**config.mk**
```make
export PLATFORM = sky130hd
export DESIGN_NAME = mvb_tx_sequencer_flat
export DESIGN_NICKNAME = d
export VERILOG_FILES = /design/src/rtl/mvb_pkg.sv /design/src/rtl/mvb_tx_sequencer_if.sv /design/src/rtl/mvb_word_buffer.sv /design/src/rtl/mvb_tx_sequencer.sv /design/src/flat_wrapper.sv
export SDC_FILE = /design/constraint.sdc
export NUM_CORES = 1
export LEC_CHECK = 0
export ABC_CLOCK_PERIOD_IN_PS = 9000
export BUFFER_PORTS_ARGS = -buffer_cell sky130_fd_sc_hd__buf_4
export CAP_MARGIN = 10
export CORE_ASPECT_RATIO = 0.75
export CORE_MARGIN = 2
export CORE_UTILIZATION = 59
export DETAILED_ROUTE_END_ITERATION = 8
export GPL_TIMING_DRIVEN = 0
export PLACE_DENSITY = 0.77
export SETUP_SLACK_MARGIN = 0.4
export SKIP_CTS_REPAIR_TIMING = 1
export SLEW_MARGIN = 20
export SYNTH_ARGS = -nofsm -noshare
export SYNTH_HDL_FRONTEND = slang
export SYNTH_SLANG_ARGS = --single-unit
```
**constraint.sdc**
```tcl
create_clock -name clk -period 9 [get_ports clk]
set_clock_uncertainty 0.2 [all_clocks]
set_input_delay 2.7 -clock clk [delete_from_list [all_inputs] [get_ports clk]]
set_output_delay 2.7 -clock clk [all_outputs]
set_load 0.05 [all_outputs]
```
**src/rtl/mvb_pkg.sv**
```systemverilog
// Shared definitions for the MVB transmit sequencer: FSM encoding, buffer
// sizing and frame-type constants.
package mvb_pkg;

  localparam int MVB_WORDS_MAX    = 16;
  localparam int MVB_MASTER_WORDS = 1;

  typedef enum logic [2:0] {
    ST_IDLE = 3'd0,
    ST_LOAD = 3'd1,
    ST_GAP  = 3'd2,
    ST_SEND = 3'd3,
    ST_WAIT = 3'd4,
    ST_DONE = 3'd5
  } mvb_state_e;

  typedef enum logic {
    FRAME_SLAVE  = 1'b0,
    FRAME_MASTER = 1'b1
  } mvb_frame_e;

endpackage

```
**src/rtl/mvb_tx_sequencer_if.sv**
```systemverilog
// Sequencer-to-Encode link: FIFO write path, frame descriptor, send trigger
// and the encoder's end-of-frame indication.
interface mvb_tx_sequencer_if;
  logic        fifo_write_en;
  logic [15:0] fifo_data;
  logic [6:0]  frame_length;
  logic        S_frame;
  logic        M_frame;
  logic        send_frame;
  logic        frame_over;

  modport master (
    output fifo_write_en, fifo_data, frame_length, S_frame, M_frame, send_frame,
    input  frame_over
  );

  modport slave (
    input  fifo_write_en, fifo_data, frame_length, S_frame, M_frame, send_frame,
    output frame_over
  );
endinterface

```
**src/rtl/mvb_word_buffer.sv**
```systemverilog
// Host-loaded frame word store: one write port, one combinational read port.
// Contents are intentionally not reset.
module mvb_word_buffer #(
  parameter int WORDS_MAX = 16
) (
  input  logic        clk,
  input  logic        wr_en,
  input  logic [3:0]  wr_addr,
  input  logic [15:0] wr_data,
  input  logic [3:0]  rd_addr,
  output logic [15:0] rd_data
);

  logic [15:0] mem_q [WORDS_MAX];

  always_ff @(posedge clk) begin
    if (wr_en) mem_q[wr_addr] <= wr_data;
  end

  assign rd_data = mem_q[rd_addr];

endmodule

```
**src/rtl/mvb_tx_sequencer.sv**
```systemverilog
// Streams one buffered frame into the MVB encoder FIFO, triggers transmission
// and waits for frame_over. Optional WAIT watchdog: MVB_SEQ_TIMEOUT_EN.
//
// state | meaning
// IDLE  | accept host buffer writes and start
// LOAD  | push buffer words 0..N-1 into the encoder FIFO
// GAP   | idle spacing before the send trigger
// SEND  | send_frame asserted
// WAIT  | wait for frame_over rising edge (or watchdog)
// DONE  | issue done pulse, then back to IDLE
module mvb_tx_sequencer
  import mvb_pkg::*;
#(
  parameter int WORDS_MAX      = MVB_WORDS_MAX,
  parameter int GAP_CYCLES     = 4,
  parameter int SEND_PULSE     = 2,
  parameter int TIMEOUT_CYCLES = 4096
) (
  input  logic                      clk,
  input  logic                      rst,
  input  logic                      buf_wr_en,
  input  logic [3:0]                buf_wr_addr,
  input  logic [15:0]               buf_wr_data,
  input  logic                      start,
  input  logic                      cfg_master,
  input  logic [4:0]                cfg_words,
  mvb_tx_sequencer_if.master        tx,
  output logic                      busy,
  output logic                      done,
  output logic                      cfg_err,
  output logic                      timeout_err
);

  localparam int CNT_MAX = (GAP_CYCLES > SEND_PULSE) ? GAP_CYCLES : SEND_PULSE;
  localparam int CNT_W   = $clog2(CNT_MAX + 1);

  mvb_state_e       state_q, state_d;
  logic [4:0]       idx_q, idx_d;
  logic [4:0]       n_q, n_d;
  logic [CNT_W-1:0] cnt_q, cnt_d;
  logic             fo_q;
  logic             fifo_write_en_q, fifo_write_en_d;
  logic [15:0]      fifo_data_q, fifo_data_d;
  logic [6:0]       frame_length_q, frame_length_d;
  logic             s_frame_q, s_frame_d, m_frame_q, m_frame_d;
  logic             send_frame_q, send_frame_d;
  logic             busy_q, busy_d, done_q, done_d, cfg_err_q, cfg_err_d;

  logic        idle_ok, wr_ok, fo_rise;
  logic [3:0]  rd_addr;
  logic [15:0] rd_data, rd_word;
  logic [4:0]  n_start;

  // The done-pulse cycle is already IDLE but still reports busy, so it is
  // excluded from accepting host writes and starts.
  assign idle_ok = (state_q == ST_IDLE) && !busy_q;
  assign wr_ok   = buf_wr_en && idle_ok;
  assign fo_rise = tx.frame_over && !fo_q;
  assign rd_addr = (state_q == ST_IDLE) ? 4'd0 : idx_q[3:0];
  // Word 0 is fetched in the start cycle; forward a same-cycle host write.
  assign rd_word = (wr_ok && (buf_wr_addr == rd_addr)) ? buf_wr_data : rd_data;
  assign n_start = cfg_master ? 5'(MVB_MASTER_WORDS)
                 : ((cfg_words > 5'(WORDS_MAX)) ? 5'(WORDS_MAX) : cfg_words);

  mvb_word_buffer #(.WORDS_MAX(WORDS_MAX)) u_buf (
    .clk     (clk),
    .wr_en   (wr_ok),
    .wr_addr (buf_wr_addr),
    .wr_data (buf_wr_data),
    .rd_addr (rd_addr),
    .rd_data (rd_data)
  );

`ifdef MVB_SEQ_TIMEOUT_EN
  localparam int TO_W = $clog2(TIMEOUT_CYCLES);
  logic [TO_W-1:0] to_cnt_q, to_cnt_d;
  logic            timeout_err_q, timeout_err_d;
  assign timeout_err = timeout_err_q;
`else
  logic unused_timeout;
  assign unused_timeout = (TIMEOUT_CYCLES > 0);
  assign timeout_err    = 1'b0;
`endif

  always_comb begin
    state_d         = state_q;
    idx_d           = idx_q;
    n_d             = n_q;
    cnt_d           = cnt_q;
    fifo_write_en_d = 1'b0;
    fifo_data_d     = '0;
    frame_length_d  = frame_length_q;
    s_frame_d       = s_frame_q;
    m_frame_d       = m_frame_q;
    send_frame_d    = 1'b0;
    done_d          = 1'b0;
    cfg_err_d       = 1'b0;
`ifdef MVB_SEQ_TIMEOUT_EN
    to_cnt_d        = to_cnt_q;
    timeout_err_d   = 1'b0;
`endif
    case (state_q)
      ST_IDLE: begin
        if (start && idle_ok) begin
          if (!cfg_master && (cfg_words == 5'd0)) begin
            cfg_err_d = 1'b1;
          end else begin
            state_d         = ST_LOAD;
            n_d             = n_start;
            idx_d           = 5'd1;
            fifo_write_en_d = 1'b1;
            fifo_data_d     = rd_word;
            frame_length_d  = {2'b00, n_start};
            s_frame_d       = !cfg_master;
            m_frame_d       = cfg_master;
          end
        end
      end
      ST_LOAD: begin
        if (idx_q < n_q) begin
          fifo_write_en_d = 1'b1;
          fifo_data_d     = rd_word;
          idx_d           = idx_q + 5'd1;
        end else begin
          state_d = ST_GAP;
          cnt_d   = CNT_W'(GAP_CYCLES - 1);
        end
      end
      ST_GAP: begin
        if (cnt_q == '0) begin
          state_d      = ST_SEND;
          send_frame_d = 1'b1;
          cnt_d        = CNT_W'(SEND_PULSE - 1);
        end else begin
          cnt_d = cnt_q - 1'b1;
        end
      end
      ST_SEND: begin
        if (cnt_q == '0) begin
          state_d = ST_WAIT;
`ifdef MVB_SEQ_TIMEOUT_EN
          to_cnt_d = TO_W'(TIMEOUT_CYCLES - 1);
`endif
        end else begin
          send_frame_d = 1'b1;
          cnt_d        = cnt_q - 1'b1;
        end
      end
      ST_WAIT: begin
        if (fo_rise) begin
          state_d = ST_DONE;
`ifdef MVB_SEQ_TIMEOUT_EN
        end else if (to_cnt_q == '0) begin
          state_d       = ST_IDLE;
          timeout_err_d = 1'b1;
        end else begin
          to_cnt_d = to_cnt_q - 1'b1;
`endif
        end
      end
      ST_DONE: begin
        done_d  = 1'b1;
        state_d = ST_IDLE;
      end
      default: state_d = ST_IDLE;
    endcase

    busy_d = (state_d != ST_IDLE) || (state_q == ST_DONE);
    if (!busy_d) begin
      frame_length_d = '0;
      s_frame_d      = 1'b0;
      m_frame_d      = 1'b0;
    end
  end

  always_ff @(posedge clk or posedge rst) begin
    if (rst) begin
      state_q         <= ST_IDLE;
      idx_q           <= '0;
      n_q             <= '0;
      cnt_q           <= '0;
      fo_q            <= 1'b0;
      fifo_write_en_q <= 1'b0;
      fifo_data_q     <= '0;
      frame_length_q  <= '0;
      s_frame_q       <= 1'b0;
      m_frame_q       <= 1'b0;
      send_frame_q    <= 1'b0;
      busy_q          <= 1'b0;
      done_q          <= 1'b0;
      cfg_err_q       <= 1'b0;
`ifdef MVB_SEQ_TIMEOUT_EN
      to_cnt_q        <= '0;
      timeout_err_q   <= 1'b0;
`endif
    end else begin
      state_q         <= state_d;
      idx_q           <= idx_d;
      n_q             <= n_d;
      cnt_q           <= cnt_d;
      fo_q            <= tx.frame_over;
      fifo_write_en_q <= fifo_write_en_d;
      fifo_data_q     <= fifo_data_d;
      frame_length_q  <= frame_length_d;
      s_frame_q       <= s_frame_d;
      m_frame_q       <= m_frame_d;
      send_frame_q    <= send_frame_d;
      busy_q          <= busy_d;
      done_q          <= done_d;
      cfg_err_q       <= cfg_err_d;
`ifdef MVB_SEQ_TIMEOUT_EN
      to_cnt_q        <= to_cnt_d;
      timeout_err_q   <= timeout_err_d;
`endif
    end
  end

  assign tx.fifo_write_en = fifo_write_en_q;
  assign tx.fifo_data     = fifo_data_q;
  assign tx.frame_length  = frame_length_q;
  assign tx.S_frame       = s_frame_q;
  assign tx.M_frame       = m_frame_q;
  assign tx.send_frame    = send_frame_q;
  assign busy             = busy_q;
  assign done             = done_q;
  assign cfg_err          = cfg_err_q;

endmodule

```
**src/flat_wrapper.sv**
```systemverilog
// flat-port wrapper written by rule: the top's interface ports become plain ports
module mvb_tx_sequencer_flat import mvb_pkg::*;
#(
  parameter int WORDS_MAX      = MVB_WORDS_MAX,
  parameter int GAP_CYCLES     = 4,
  parameter int SEND_PULSE     = 2,
  parameter int TIMEOUT_CYCLES = 4096
)
  (clk, rst, buf_wr_en, buf_wr_addr, buf_wr_data, start, cfg_master, cfg_words, busy, done, cfg_err, timeout_err, tx_fifo_write_en, tx_fifo_data, tx_frame_length, tx_S_frame, tx_M_frame, tx_send_frame, tx_frame_over);
  mvb_tx_sequencer_if tx_i ();
  input  logic clk;
  input  logic rst;
  input  logic buf_wr_en;
  input  logic [3:0] buf_wr_addr;
  input  logic [15:0] buf_wr_data;
  input  logic start;
  input  logic cfg_master;
  input  logic [4:0] cfg_words;
  output logic busy;
  output logic done;
  output logic cfg_err;
  output logic timeout_err;
  output wire logic [$bits(tx_i.fifo_write_en)-1:0] tx_fifo_write_en;
  output wire logic [$bits(tx_i.fifo_data)-1:0] tx_fifo_data;
  output wire logic [$bits(tx_i.frame_length)-1:0] tx_frame_length;
  output wire logic [$bits(tx_i.S_frame)-1:0] tx_S_frame;
  output wire logic [$bits(tx_i.M_frame)-1:0] tx_M_frame;
  output wire logic [$bits(tx_i.send_frame)-1:0] tx_send_frame;
  input wire logic [$bits(tx_i.frame_over)-1:0] tx_frame_over;
  assign tx_fifo_write_en = tx_i.fifo_write_en;
  assign tx_fifo_data = tx_i.fifo_data;
  assign tx_frame_length = tx_i.frame_length;
  assign tx_S_frame = tx_i.S_frame;
  assign tx_M_frame = tx_i.M_frame;
  assign tx_send_frame = tx_i.send_frame;
  assign tx_i.frame_over = tx_frame_over;
  mvb_tx_sequencer #(.WORDS_MAX(WORDS_MAX), .GAP_CYCLES(GAP_CYCLES), .SEND_PULSE(SEND_PULSE), .TIMEOUT_CYCLES(TIMEOUT_CYCLES)) u_core (.clk(clk), .rst(rst), .buf_wr_en(buf_wr_en), .buf_wr_addr(buf_wr_addr), .buf_wr_data(buf_wr_data), .start(start), .cfg_master(cfg_master), .cfg_words(cfg_words), .tx(tx_i), .busy(busy), .done(done), .cfg_err(cfg_err), .timeout_err(timeout_err));
endmodule
```
## Yosys cells after proc, flatten, opt, wreduce, memory -nomap -nowiden

Memories as Yosys holds them, arrays and structs flattened.
Cells that the tools add are included.

| storage, ports and cells | value |
|---|---|
| register bits | 47 |
| RAM bits | 256 |
| input port bits | 31 |
| output and inout bits | 31 |
| logic and storage cells | 102 |
| memories kept | 1 |

Memories:

| name | words | bits a word | rd ports | clocked after memory_dff | write ports | line | RTL |
|---|---|---|---|---|---|---|---|
| u_core.u_buf.mem_q | 16 | 16 | 1 | 0 | 1 | mvb_word_buffer.sv:14 | `logic [15:0] mem_q [WORDS_MAX];` |

| cells by class | value |
|---|---|
| $add $sub $neg | 2 |
| magnitude comparators | 2 |
| equal/unequal tests | 14 |
| multiplexer cells | 48 |
| bitwise operators | 1 |
| reductions and logical operators | 20 |

Operators with widths:

| kind | count |
|---|---|
| 16-bit 2-to-1 mux | 4 |
| 16-bit one-hot mux with 2 select lines | 1 |
| 7-bit 2-to-1 mux | 4 |
| 3-bit 2-to-1 mux | 9 |
| 5-bit 2-to-1 mux | 5 |
| 1-bit 2-to-1 mux | 19 |
| 3-bit one-hot mux with 5 select lines | 1 |
| 2-bit inequality test (second input constant) | 7 |
| 5-bit one-hot mux with 2 select lines | 1 |
| 3-bit one-hot mux with 3 select lines | 1 |
| 3-bit AND reduction | 3 |
| 3-bit by 2-bit equality test with 1-bit output (second input constant) | 2 |
| 3-bit equality test (second input constant) | 2 |
| 1-bit logical AND | 6 |
| 3-bit logical NOT | 2 |
| 3-bit nonzero test | 2 |
| 5-bit by 1-bit adder with 5-bit output (second input constant) | 1 |
| 5-bit greater-than comparator (second input constant) | 1 |
| 5-bit logical NOT | 1 |
| 5-bit < comparator | 1 |
| 4-bit equality test | 1 |
| 4-bit 2-to-1 mux | 1 |
| 1-bit one-hot mux with 2 select lines | 2 |
| 4-bit AND reduction | 1 |
| other kinds (7) | 9 |

## Depth between registers and ports, before layout

Gate-level depths: netlist of the first run.

| logic depth | value |
|---|---|
| depth after elaboration | 9 |
| gate-level depth with buffers | 8 |
| gate-level depth less buffers | 7 |

## Hierarchy

Synthesis of the first run repeated with hierarchy kept, for this count alone.

| second synthesis, totals | value |
|---|---|
| cells, all modules | 616 |
| area, all modules | 11830.1 sq um |

By module, submodules not included:

| module | times used | cells each | area an instance (sq um) | seq. area each (sq um) |
|---|---|---|---|---|
| mvb_word_buffer | 1 | 416 | 9721.8 | 7687.4 |
| mvb_tx_sequencer | 1 | 200 | 2108.3 | 1126.1 |

## Worst setup path before layout of the first run

No wires, ideal clock.

| timing path | value |
|---|---|
| kind | input-to-reg |
| start point | input buf_wr_en |
| end point | memory u_core.u_buf.mem_q[3][0], enable pin |
| library setup time | 0.409 ns |
| arrival | 4.195 ns |
| required time | 8.391 ns |
| setup slack | 4.196 ns |
| stages | 4 |
| path buffers | 0 |
| cells stage by stage | nand2b_1 > nor2_1 > nand3_1 > nor3_1 |

| on the way | value |
|---|---|
| word-level cells in the longest chain between the ends | 3 |

RTL lines:

| what | line | RTL |
|---|---|---|
| start: declaration | flat_wrapper.sv:13 | `input logic buf_wr_en;` |
| 1-bit logical AND | mvb_tx_sequencer.sv:57 | `assign wr_ok = buf_wr_en && idle_ok;` |
| 1-bit 2-to-1 mux | mvb_word_buffer.sv:17 | `if (wr_en) mem_q[wr_addr] <= wr_data;` |
| 1-bit 2-to-1 mux (not written as such) | mvb_word_buffer.sv:17 |  |
| end: declaration | mvb_word_buffer.sv:14 |  |

No other way between the ends.

## Final worst setup path of the first run

| timing path | value |
|---|---|
| start point | input buf_wr_en |
| end point | register u_core.fifo_data_q[9], in the netlist u_core.tx.fifo_data[9] |

| on the way | value |
|---|---|
| word-level cells in the longest chain between the ends | 6 |
| elaborated cells between the ends (all ways) | 7 |
| classes of those cells | 5 x mux; 2 x reduce/logical |

RTL lines:

| what | line | RTL |
|---|---|---|
| 1-bit logical AND (*) | mvb_tx_sequencer.sv:57 |  |
| 1-bit logical AND (*) | mvb_tx_sequencer.sv:61 | `assign rd_word = (wr_ok && (buf_wr_addr == rd_addr)) ? buf_wr_data : rd_data;` |
| 16-bit 2-to-1 mux (*) | mvb_tx_sequencer.sv:61 |  |
| 16-bit 2-to-1 mux | mvb_tx_sequencer.sv:105 | `if (!cfg_master && (cfg_words == 5'd0)) begin` |
| 16-bit 2-to-1 mux | mvb_tx_sequencer.sv:104 | `if (start && idle_ok) begin` |
| 16-bit one-hot mux with 2 select lines (*) | mvb_tx_sequencer.sv:102 | `case (state_q)` |
| named net u_core.fifo_data_d[9] | mvb_tx_sequencer.sv:43 | `logic [15:0] fifo_data_q, fifo_data_d;` |
| end signal: assignment | mvb_tx_sequencer.sv:203 | `fifo_data_q <= fifo_data_d;` |
| end: declaration | mvb_tx_sequencer.sv:43 |  |

The timed path passes the listed nets; every way through them passes the cells marked *.
A chain may end at the register's enable or synchronous reset.

==> impl_metrics.yaml, run 1 <==
outcome:
  status: "completed"
grt:
  gr-total-overflow: 0
  antenna_found_initial: 1
  grt_max_degree: 38
  grt_pass1_wl_mm: 46.2
  grt_pass1_vias: 7923
  track_usage_pct: 28.5
critical_path:
  r2r_slack_ps: 5520
  timing.rr.start: "u_core.state_q[1]"
  cp_data_arrival_time_ps: 4620
  criticalPathCategory: "in2reg"
  startpoint_type: "input port"
  required_ps: 9260
  cp_max_fo: 10
  rr_endpoint: "u_core.u_buf.mem_q[9][9]"
  endpoint_kind: "flop"
  reg2regPathDepth: 7
logic_synthesis:
  synth-simple-area-share_pct: 7.84
  synth_top_area_share_pct: 62.2
  yosysTopAreaCell: "edfxtp_1"
  synth_compound_area_share_pct: 8.56
  yosysUniqueCellTypes: 54
  seq_area_frac_synth_pct: 71.3
  synth_fa_ha_area_share_pct: 0.708
  synth_xor_area_share_pct: 0.142
  synth_edf_count: 256
  synthFlopType: "edfxtp_1"
  post-synth-top-count-cell: "edfxtp_1"
  ys_top_cells_by_count: "edfxtp_1 (256), nand2_1 (55), dfrtp_1 (45)"
  ys_seq_elements: 301
  synth_cells: 789
  synthArstFlopShare_pct: 15.0
  syn_area_mm2: 0.0124
  yosys-top-cells-area: "edfxtp_1 (62%), dfrtp_1 (9.1%), mux4_2 (6.0%)"
  yosysWarnings: 0
  synth_mux_area_share_pct: 8.78
  syn_area_per_cell_um2: 15.7
  synth_top_family_by_area: "multiplexers"
route:
  vias: 7806
  route.detailed.drc: 0
  dr.first_iter.drc_count: 967
  wl_per_cell_um: 25.7
  firstDrtPassIters: 5
  drt_wl_total_mm: 30.9
  ant_nets: 0
  via_per_inst: 6.50
timing:
  grt_setup_unrepaired: "no"
  worst_slew_pin_slew_ps: 823
  post-route-min-period_ps: 4360
  fmax_mhz: 229
  final-hold-violation-count: 0
  fin_crit_sh_pct: 48.4
  drv_slew: 0
  setup_viol: 0
  slew_headroom_pct: 44.7
  setup_tns_ps: 0
cts:
  cts_tree: "yes"
  clock_path_buffers: 3
  clock_latency_ps: 550
  htreeDepth: 1
  numCtsBuffers: 28
  clock-root-buffer: "clkbuf_16"
  path_clk_slew_ps: 60
  cts_sinks: 301
power_and_ir_drop:
  switching_share_pct: 35.5
  netSwitchingPower_uw: 1500
  power.leakage_uw: 0.00510
  combPwrFrac_pct: 34.5
  seqPwrFrac_pct: 38.5
  p_int_uw: 2720
  power_density_mw_per_mm2: 295
  peakVddDrop_uv: 189
  clkPwrFrac_pct: 27.0
hold_path:
  hp-class: "reg2reg"
  whs_endpoint: "u_core.cnt_q[0]"
  min_from: "u_core.cnt_q[0]"
  hold-path-cell-count: 1
floorplan:
  die_area_mm2: 0.0221
  chipWidth_um: 171
  start_util_pct: 60.7
  ios: 62
  die_y_um: 129
  core-area_mm2: 0.0204
  row_count: 45
layout:
  multiInputGateArea_mm2: 0.00328
  stdcell_count: 1201
  regArea_mm2: 0.00881
  drive_above_1_share_pct: 21.0
  area_growth_syn_to_layout_pct: 15.8
  fillCellCount: 1317
  num_antenna_cells: 0
  nNetsFinal: 937
placed_design:
  dpl.cell_count: 1150
  portBuffers: 58
  dp_hpwl_mm: 20.9
  globalplace.congestion: 0.873
flow_run:
  cap_viol_max_count: 0
## routing by layer
layer	global-route usage, %	vias to the layer above	routed length [µm]
met1	38.4	3887	12000
met2	45.7	535	14400
met4	9.12	0	841
met5	0	-	0
met3	8.40	89	3630
li1	-	3295	-
## cells by family (layout without fill, tap and decap cells)
group / count (synthesis) / count (layout)
other: 1 / 3
XOR/XNOR: 2 / 2
AO/OA/AOI/OAI: 148 / 148
flip-flops: 301 / 301
buffers and inverters: 79 / 207
AND/OR/NAND/NOR: 184 / 184
multiplexers: 67 / 67
adder cells (fa/ha/maj): 7 / 7
## power groups by stage
stage	clock (µW)	combinational (µW)	sequential, µW
CTS	1140	1420	1620
global route	1200	1540	1630
global placement	0	1360	1650
detailed placement	0	1410	1650
finish	1140	1450	1620
floorplan	0	836	1760
## flip-flops by register name, summed over array words and instances, names as in the netlist, 3 cells and up
name and flops:
u_core.u_buf.mem_q 256, u_core.tx.fifo_data 16, u_core.idx_q 5, u_core.n_q 5
u_core.tx.frame_length 5, u_core.cnt_q 3, u_core.state_q 3
## worst max path at each step
| stage | startpoint | to | slack, ps | cells after the start |
|---|---|---|---|---|
| floorplan | buf_wr_en | u_core.u_buf.mem_q[3][0] | 4200 | 4 |
| global placement | buf_wr_en | u_core.u_buf.mem_q[3][1] | 2780 | 5 |
| detailed placement | buf_wr_en | u_core.tx.fifo_data[9] | 3560 | 7 |
| CTS | buf_wr_en | u_core.tx.fifo_data[14] | 4100 | 7 |
| global route | cfg_master | u_core.tx.frame_length[2] | 4600 | 6 |
| finish | buf_wr_en | u_core.tx.fifo_data[9] | 4640 | 7 |
## final cells by class
cell class	instances	area share, %
Clock inverter	11	0.568
Tap cell	282	2.46
Timing Repair Buffer	78	4.62
Inverter	31	0.813
Buffer	48	1.49
Sequential cell	301	61.6
Clock buffer	39	5.61
Multi-Input combinational cell	411	22.9
## critical path, cell delays in order
cell	delay [ps]
buf_4	80
nand2b_1	140
or4_4	520
nor3_4	400
a21boi_4	400
buf_6	200
a32o_1	180
## through the flow
step                      cell area (µm²)  util (%)  setup WS (ps)  hold WS [ps]  total power [µW]
after CTS                           14300      70.2           4100           303              4190
after global placement              13200      64.6           2780           280              3010
after floorplan                     12400         -           4200           259              2600
after global routing                14300      70.3           4600           330              4370
after detailed placement            13400      65.8           3560           291              3060
final                               14300      70.3           4640           308              4220
## placed cells by master, fill, tap and decap left out, types with 3 or more instances in the layout
cell type	instances
o21ai_0	24
mux2i_1	32
conb_1	3
o2bb2ai_1	15
dfrtp_1	45
nand3_1	24
nor2b_1	18
a21oi_1	42
buf_1	4
edfxtp_1	256
mux4_2	33
ha_1	7
nand2_1	55
nand4_1	15
nor2_2	12
nand2b_1	24
clkinv_2	5
buf_4	67
buf_8	3
clkinv_1	3
nor2_1	12
a32o_1	15
a22oi_1	3
a32oi_1	16
o31ai_1	3
buf_2	9
buf_6	12
and2_1	5
nor3_2	3
clkbuf_8	4
o21a_1	3
o2111ai_1	16
inv_1	30
clkbuf_1	36
nor3_1	3
clkbuf_16	29
(Power assumes the default switching activity.)
==> inputs of run 2 (changes only) <==
--- a/config.mk
+++ b/config.mk
@@ -5,15 +5,16 @@
 export SDC_FILE = /design/constraint.sdc
 export NUM_CORES = 1
 export LEC_CHECK = 0
-export ABC_CLOCK_PERIOD_IN_PS = 9000
+export ABC_AREA = 1
+export ABC_CLOCK_PERIOD_IN_PS = 4000
 export BUFFER_PORTS_ARGS = -buffer_cell sky130_fd_sc_hd__buf_4
 export CAP_MARGIN = 10
 export CORE_ASPECT_RATIO = 0.75
 export CORE_MARGIN = 2
-export CORE_UTILIZATION = 59
+export CORE_UTILIZATION = 55
 export DETAILED_ROUTE_END_ITERATION = 8
 export GPL_TIMING_DRIVEN = 0
-export PLACE_DENSITY = 0.77
+export PLACE_DENSITY = 0.75
 export SETUP_SLACK_MARGIN = 0.4
 export SKIP_CTS_REPAIR_TIMING = 1
 export SLEW_MARGIN = 20
==> constraint.sdc (replaced) <==
create_clock -name clk -period 4 [get_ports clk]
set_clock_uncertainty 0.2 [all_clocks]
set_input_delay 1.2 -clock clk [delete_from_list [all_inputs] [get_ports clk]]
set_output_delay 1.2 -clock clk [all_outputs]
set_load 0.05 [all_outputs]
==> impl_metrics.yaml, run 2 <==
critical_path:
  r2r_slack_ps: 1280
  worstSetupStartpoint: "u_core.idx_q[0]"
  startpoint_type: "flop"
  cp_cell_sequence: "buf_2 > buf_2 > buf_1 > nand3_1 > nand3_1 > nand3_1 > nand3_1 > nand2_1 > a21oi_1"
  rr_endpoint: "u_core.tx.fifo_data[3]"
  required_ps: 4240
  crit_cells: 9
  cp_max_fo: 10
  critPathBufInv: 3
  cp_data_arrival_time_ps: 2960
  cp_slowest_stage_delay_ps: 500
  criticalPathCategory: "reg2reg"
  path_delay_family: "buffers and inverters"
  timing.rr.start: "u_core.idx_q[0]"
  endpoint_kind: "flop"
  cp_common_cell: "nand3_1"
  reg2regPathDepth: 9
  cp-endpoint: "u_core.tx.fifo_data[3]"
  slowest_stage: "buf_1"
floorplan:
  ios: 62
  chipWidth_um: 182
  core-area_mm2: 0.0232
  start_util_pct: 56.4
  die_area_mm2: 0.0250
  die_y_um: 138
  row_count: 48
logic_synthesis:
  yosysWarnings: 0
  yosysTopAreaCell: "edfxtp_1"
  synthArstFlopShare_pct: 15.0
  synth_cells: 1202
  post-synth-top-count-cell: "nand3_1"
  ys_top_cells_by_count: "nand3_1 (333), edfxtp_1 (256), nand2_1 (212)"
  yosysUniqueCellTypes: 37
  ys_seq_elements: 301
  syn_area_per_cell_um2: 10.9
  synthFlopType: "edfxtp_1"
  yosys-top-cells-area: "edfxtp_1 (59%), nand3_1 (13%), dfrtp_1 (8.6%)"
  syn_area_mm2: 0.0131
  seq_area_frac_synth_pct: 67.4
  synth_edf_count: 256
  synth_top_area_share_pct: 58.8
placed_design:
  portBuffers: 58
  globalplace.congestion: 1.01
  dpl-instance-area_mm2: 0.0141
  dp_hpwl_mm: 25.0
timing:
  drv_slew: 0
  post-route-min-period_ps: 2720
  setup_tns_ps: 0
  setup_viol: 0
  fin_crit_sh_pct: 68.1
  holdWs_ps: 320
  final-hold-violation-count: 0
  worst_slew_pin_slew_ps: 931
  slew_headroom_pct: 37.9
  grt_setup_unrepaired: "no"
  fmax_mhz: 367
layout:
  final_common_cell: "nand3_1"
  nNetsFinal: 1346
  layout_common_cells: "nand3_1 (333), edfxtp_1 (256), nand2_1 (212), nor2_1 (90), inv_1 (87)"
  largest_register_ffs: 256
  finalInstanceArea_mm2: 0.0151
  drive_above_1_share_pct: 16.4
  regMostFlops: "u_core.u_buf.mem_q"
  final_core_util_pct: 65.1
  area_growth_syn_to_layout_pct: 15.4
  num_antenna_cells: 0
cts:
  htreeDepth: 1
  clock_latency_ps: 560
  clock-root-buffer: "clkbuf_16"
  cts_sinks: 301
  cts_tree: "yes"
  clock_path_buffers: 3
  path_clk_slew_ps: 70
  numCtsBuffers: 29
grt:
  met1_usage_pct: 44.4
  track_usage_pct: 30.2
  grt_max_degree: 36
  gr-usage-met3_pct: 7.32
  antenna_found_initial: 0
  grt_pass1_vias: 9101
  grt_pass1_wl_mm: 54.8
  busiest_layer: "met1"
  use_met2_pct: 44.0
  gr-total-overflow: 0
route:
  via_per_inst: 5.98
  dr.first_iter.drc_count: 1498
  wl_per_cell_um: 22.9
  ant_nets: 0
  drt_wl_total_mm: 37.3
  route.detailed.drc: 0
  vias: 9757
  firstDrtPassIters: 5
power_and_ir_drop:
  p_total_uw: 10600
  power_density_mw_per_mm2: 704
  peakVddDrop_uv: 513
  power.leakage_uw: 0.00604
hold_path:
  hp-class: "reg2reg"
flow_run:
  cap_viol_max_count: 0
outcome:
  status: "completed"
[run 2: worst min path at each step]
stage                            to       startpoint  cells after the start
floorplan             u_core.n_q[0]    u_core.n_q[0]                      2
global placement      u_core.n_q[0]    u_core.n_q[0]                      2
detailed placement    u_core.n_q[0]    u_core.n_q[0]                      2
CTS                   u_core.n_q[0]    u_core.n_q[0]                      2
global route        u_core.idx_q[4]  u_core.idx_q[4]                      2
finish                u_core.n_q[0]    u_core.n_q[0]                      2
[run 2: stage by stage]
stage	setup slack (ps)	std cells
3_5_place_dp	833	1577
5_1_grt	1180	1631
4_1_cts	1350	1631
6_report	1280	1631
3_3_place_gp	305	1562
2_1_floorplan	1120	1204
[run 2: cell type report]
type	instances	area [µm²]
flip-flops and latches	301	8810
clock inverters	14	100
repair buffers	73	643
inverters	93	349
well taps	300	375
multi-input cells	736	3560
fillers	1740	8100
clock buffers	40	850
plain buffers	74	395
[run 2: cells by family (layout without fill, tap and decap cells)]
family / after synthesis / in the layout / share of synthesized area [%]
adders and majority gates: 7 / 7 / 0.670
other: 1 / 3 / 0.0287
buffers and inverters: 167 / 294 / 5.70
and+or+nand+nor: 688 / 688 / 24.2
AOI/OAI and AO/OA: 35 / 35 / 1.76
DFF: 301 / 301 / 67.4
xor gates and xnor gates: 3 / 3 / 0.259
[run 2: worst min-delay path: cells and delay by family (launching register included)]
| kind | cells | cell delay, ps |
|---|---|---|
| simple gates | 2 | 120 |
| flops | 1 | 360 |
[run 2: metal layers]
metal	part of all wire, %	wire length [µm]
met1	40	14900
met2	43	15900
met3	14	5060
met4	3.8	1430
met5	0	0
[run 2: report_power, final]
part	switching, µW	total, µW	internal (µW)
clock network	1170	2720	1550
logic	3080	4230	1150
registers	95.2	3660	3570
